$ cat src/rtl/seg7_pkg.sv
// Shared 7-segment definitions: segment indices, pattern type and the
// active-low glyph table used by every decoder instance.
package seg7_pkg;

  localparam int SEG_A = 0;
  localparam int SEG_B = 1;
  localparam int SEG_C = 2;
  localparam int SEG_D = 3;
  localparam int SEG_E = 4;
  localparam int SEG_F = 5;
  localparam int SEG_G = 6;

  typedef logic [6:0] seg_t;

  localparam seg_t SEG_BLANK  = 7'h7F;
  localparam seg_t SEG_ALL_ON = 7'h00;

  // Active-low {g,f,e,d,c,b,a}; entries 10-15 are the A,b,C,d,E,F glyphs.
  localparam seg_t SEG_DIGIT [0:15] = '{
    7'h40, 7'h79, 7'h24, 7'h30, 7'h19, 7'h12, 7'h02, 7'h78,
    7'h00, 7'h10, 7'h08, 7'h03, 7'h46, 7'h21, 7'h06, 7'h0E
  };

endpackage

$ cat src/rtl/seg7_lut.sv
// Combinational digit-to-segment lookup, active-low. Codes above 9 are
// blanked unless hex_mode selects the A-F glyphs.
module seg7_lut
  import seg7_pkg::*;
(
  input  logic [3:0] bcd,
  input  logic       hex_mode,
  output seg_t       seg
);

  always_comb begin
    seg = SEG_DIGIT[bcd];
    if (bcd > 4'd9 && !hex_mode) begin
      seg = SEG_BLANK;
    end
  end

endmodule

$ cat src/rtl/seg7_decoder.sv
// One HEX digit driver: lookup, lamp-test/blank priority, output polarity
// and a registered output so the segments never glitch.
module seg7_decoder
  import seg7_pkg::*;
#(
  parameter int unsigned ACTIVE_LOW = 1,
  parameter int unsigned HEX_MODE   = 0
) (
  input  logic       clk,
  input  logic       reset_n,
  input  logic [3:0] bcd,
  input  logic       blank,
  input  logic       lamp_test,
  output logic [6:0] leds
);

  localparam logic HEX_EN     = (HEX_MODE != 0);
  localparam seg_t RESET_LEDS = (ACTIVE_LOW != 0) ? SEG_BLANK : ~SEG_BLANK;

  seg_t lut_seg;
  seg_t pick_seg;
  seg_t leds_next;
  seg_t leds_reg;

  seg7_lut u_lut (
    .bcd      (bcd),
    .hex_mode (HEX_EN),
    .seg      (lut_seg)
  );

  always_comb begin
    pick_seg = lut_seg;
    if (lamp_test) begin
      pick_seg = SEG_ALL_ON;
    end else if (blank) begin
      pick_seg = SEG_BLANK;
    end
    leds_next = (ACTIVE_LOW != 0) ? pick_seg : ~pick_seg;
  end

  always_ff @(posedge clk or negedge reset_n) begin
    if (!reset_n) begin
      leds_reg <= RESET_LEDS;
    end else begin
      leds_reg <= leds_next;
    end
  end

  assign leds = leds_reg;

endmodule

$ cat config.mk
export PLATFORM = sky130hd
export DESIGN_NAME = seg7_decoder
export DESIGN_NICKNAME = d
export VERILOG_FILES = /design/src/rtl/seg7_pkg.sv /design/src/rtl/seg7_lut.sv /design/src/rtl/seg7_decoder.sv
export SDC_FILE = /design/constraint.sdc
export NUM_CORES = 1
export LEC_CHECK = 0
export ABC_AREA = 0
export CAP_MARGIN = 0
export CORE_UTILIZATION = 41
export CTS_CLUSTER_DIAMETER = 40
export DETAILED_ROUTE_END_ITERATION = 7
export PLACE_DENSITY = 0.75
export SLEW_MARGIN = 20
export SYNTH_ARGS = -nofsm -noshare
export SYNTH_HDL_FRONTEND = slang
export SYNTH_SLANG_ARGS = --single-unit
$ cat constraint.sdc
create_clock -name clk -period 0.8 [get_ports clk]
set_input_delay 0.12 -clock clk [delete_from_list [all_inputs] [get_ports clk]]
set_output_delay 0.12 -clock clk [all_outputs]
set_load 0.05 [all_outputs]
==> out/qor.tcl <==
set qor(avgRoutedWirePerCell_um) 15.52
set qor(critical_path.max_fanout) 1
set qor(first_global_vias) 489
set qor(synth_seq_area_share_pct) 33.72
set qor(remaining_drc_errors) 0
set qor(fin_total_pwr_mw) 1.389
set qor(power.density_nw_per_um2) 1397
set qor(clkSinkCount) 7
set qor(worst-endpoint-arrival_ns) 0.93
set qor(cp-startpoint) {leds[3]}
set qor(count_of_endpoints_failing_hold_in_the_final_timing_report) 0
set qor(final_max_slew_viol_count) 0
set qor(crit_family) {flip-flops}
set qor(final_layout_size_suffix_gt1_share_pct) 72.73
set qor(min_period_over_period_pct) 130.7
set qor(power_spent_charging_and_discharging_nets_mw) 0.4729
set qor(power.sequential.fraction_pct) 32.2
set qor(cp_cell_sequence) {buf_12}
set qor(clock_transition_time_at_the_flip_flop_clock_pins_of_the_worst_setup_and_hold_paths_ns) 0.05
set qor(met2_wire_length_um) 742
set qor(numCtsBuffers) 3
set qor(fmax_ghz) 0.9567
set qor(power.internal_mw) 0.9164
set qor(largest_register_ffs) 7
set qor(accumulated_negative_setup_slack_ns) -2.033
set qor(rsz0062_at_grt) {true}
set qor(tritoncts_clock_tree) {built}
set qor(num_antenna_cells) 0
set qor(hold_start) {lamp_test}
set qor(clock-root-buffer) {sky130_fd_sc_hd__clkbuf_4}
set qor(synth.net_count) 66
set qor(drt_pass1_iterations) 4
set qor(cts_hold_buffers) 0
set qor(io_buffer_count) 14
set qor(yosysWarnings) 0
set qor(timing.hold.worst_endpoint) {leds[6]}
set qor(antenna_violations_before_repair) 0
set qor(setup_viol) 13
set qor(htree_levels) 1
set qor(worstSetupStartpointType) {register}
set qor(dr.first_iter.drc_count) 3
set qor(crit_path_top_delay_cell) {sky130_fd_sc_hd__dfstp_2}
set qor(setup.worst_path.class) {reg2out}
set qor(sw_frac_of_total_pct) 34.04
set qor(tightestPinTransition_ns) 0.2976
set qor(detailedPlacementHpwl_um) 911.1
set qor(boundaryPins) 15
set qor(floorplan.die.width_um) 38.48
set qor(synthCells) 51
set qor(start_util_pct) 46.58
set qor(drv.max_cap_violation_count) 0
set qor(finalNetCount) 93
set qor(areaGrowthSynthToFinish_pct) 82.34
set qor(wl_mm) 1.412
set qor(highest_layer) {met4}
set qor(met3_wire_length_um) 61
set qor(power_leakage_nw) 0.4041
set qor(mean_instance_size_in_the_synthesized_netlist_um2) 10.70
set qor(timing.max_slew.rel_slack_pct) 80.10
set qor(place.gp.congestion) 0.8200
set qor(final_critical_path_setup_slack_ns) -0.2452
set qor(area_enclosed_by_the_die_boundary_um2) 1480
set qor(detail_route.vias_per_cell) 5.319
set qor(ys_types) 21
set qor(comb_power_share_pct) 44.8
set qor(core_region_area_um2) 1171
set qor(route.layer.met1.wl_um) 576
set qor(global_route_wire_length_before_repair_mm) 2.132
set qor(via_count) 484
set qor(hp-class) {in2reg}
set qor(synth-seq-cells) 7
set qor(worst_path_largest_cell_delay_ns) 0.54
set qor(failed_checks) {negative setup slack}
set qor(post_synthesis_instance_area_um2) 545.5
set qor(worst_setup_path_end_kind) {output pin}
set qor(ir_drop_mv) 0.7301
set qor(synthDominantCellAreaShare_pct) 33.72
set qor(power_frac_clock_pct) 23.0
set qor(core.rowCount) 12
set qor(clk_path_buf_depth) 2
set qor(grt.overflow.total) 0
set qor(post_synth_main_area_contributors) {sky130_fd_sc_hd__dfstp_2 (34%), sky130_fd_sc_hd__ha_1 (16%), sky130_fd_sc_hd__a21oi_1 (4.6%)}
set qor(grt_use_total_pct) 21.97
set qor(detail-route-antenna-nets) 0
set qor(place_inst) 87
set qor(worst-endpoint-required_ns) 0.68
set qor(fp.dieH_um) 38.48
set qor(period_minus_slack_ns) 1.045
set qor(critical_path.n_buffers_inverters) 1
set qor(synth_largest_area_cell) {sky130_fd_sc_hd__dfstp_2}
set qor(outcome) {finished with violations}
set qor(layout.cells.non_filler) 91
set qor(hold_depth) 2
set qor(grt_max_degree) 9
==> how the worst max path moves through the flow <==
stage / end / slack (ns) / depth (start not counted)
after global routing: leds[6] / -0.27 / 1
final: leds[3] / -0.25 / 1
after global placement: leds[6] / -0.76 / 6
after CTS: leds[6] / -0.25 / 1
after floorplan: leds[4] / -0.14 / 5
after detailed placement: leds[6] / -0.80 / 6
==> timing repair <==
item                                    in CTS  in global routing
endpoints found under the setup margin      14                 14
gates resized for setup                     41                  4
gates cloned                                 0                  0
setup buffers                                0                  0
pin swaps                                    8                  3
==> cell type report <==
cell class / instances / area, µm²
clock buffer: 4 / 26.28
timing repair buffer: 25 / 301.5
fill: 54 / 176.4
sequential: 7 / 183.9
multi-input combinational: 38 / 447.9
tap: 14 / 17.52
inverter: 3 / 17.52
==> power by group through the flow <==
| stage | combinational (mW) | sequential (mW) | clock (mW) |
|---|---|---|---|
| global placement | 0.537 | 0.452 | 0 |
| global route | 0.655 | 0.450 | 0.360 |
| finish | 0.622 | 0.447 | 0.320 |
| floorplan | 0.155 | 0.569 | 0 |
| CTS | 0.600 | 0.448 | 0.317 |
| detailed placement | 0.545 | 0.453 | 0 |
==> through the flow <==
step	hold slack [ns]	cell area [µm²]	util, %	setup slack, ns
2_1_floorplan	-0.02784	569.3	-	-0.1433
3_3_place_gp	0.6115	849.6	72.54	-0.7601
5_1_grt	0.3074	994.7	84.94	-0.2720
3_5_place_dp	0.6113	849.6	72.54	-0.8033
4_1_cts	0.2899	977.2	83.44	-0.2466
6_report	0.3081	994.7	84.94	-0.2452
==> cells in the mapped netlist, drive strengths merged <==
cell,number
or2,1
nand4,1
buf,3
a31oi,1
nor2b,2
nor2,3
dfstp,7
inv,3
a21oi,5
o211ai,2
o221ai,2
nor3,2
o21ai,3
o21bai,1
mux2i,2
a221oi,1
ha,7
nand2,2
mux2,3
==> logic make-up after synthesis <==
group           synth area share [%]
compound gates                 22.25
fa+ha+maj                      16.05
buf+inv                        7.569
flops                          33.72
mux                            10.55
simple gates                   9.864
==> placed cells by master, fill, tap and decap left out, drive strengths merged <==
master,n
or2,1
a31oi,1
mux2,3
clkdlybuf4s50,1
nor3,2
a21oi,5
ha,7
nand2,2
buf,20
clkbuf,4
o211ai,2
mux2i,2
o221ai,2
clkinvlp,1
clkdlybuf4s15,2
nand4,1
dlygate4sd2,2
o21ai,3
nor2b,2
dfstp,7
inv,2
nor2,3
o21bai,1
a221oi,1
==> per-layer routing <==
| layer | vias up | global-route usage [%] |
|---|---|---|
| met2 | 22 | 37.29 |
| met4 | 0 | 17.24 |
| li1 | 236 | - |
| met5 | - | 0 |
| met1 | 222 | 23.57 |
| met3 | 4 | 4.070 |
No activity file was read; power rests on OpenSTA's default activity.
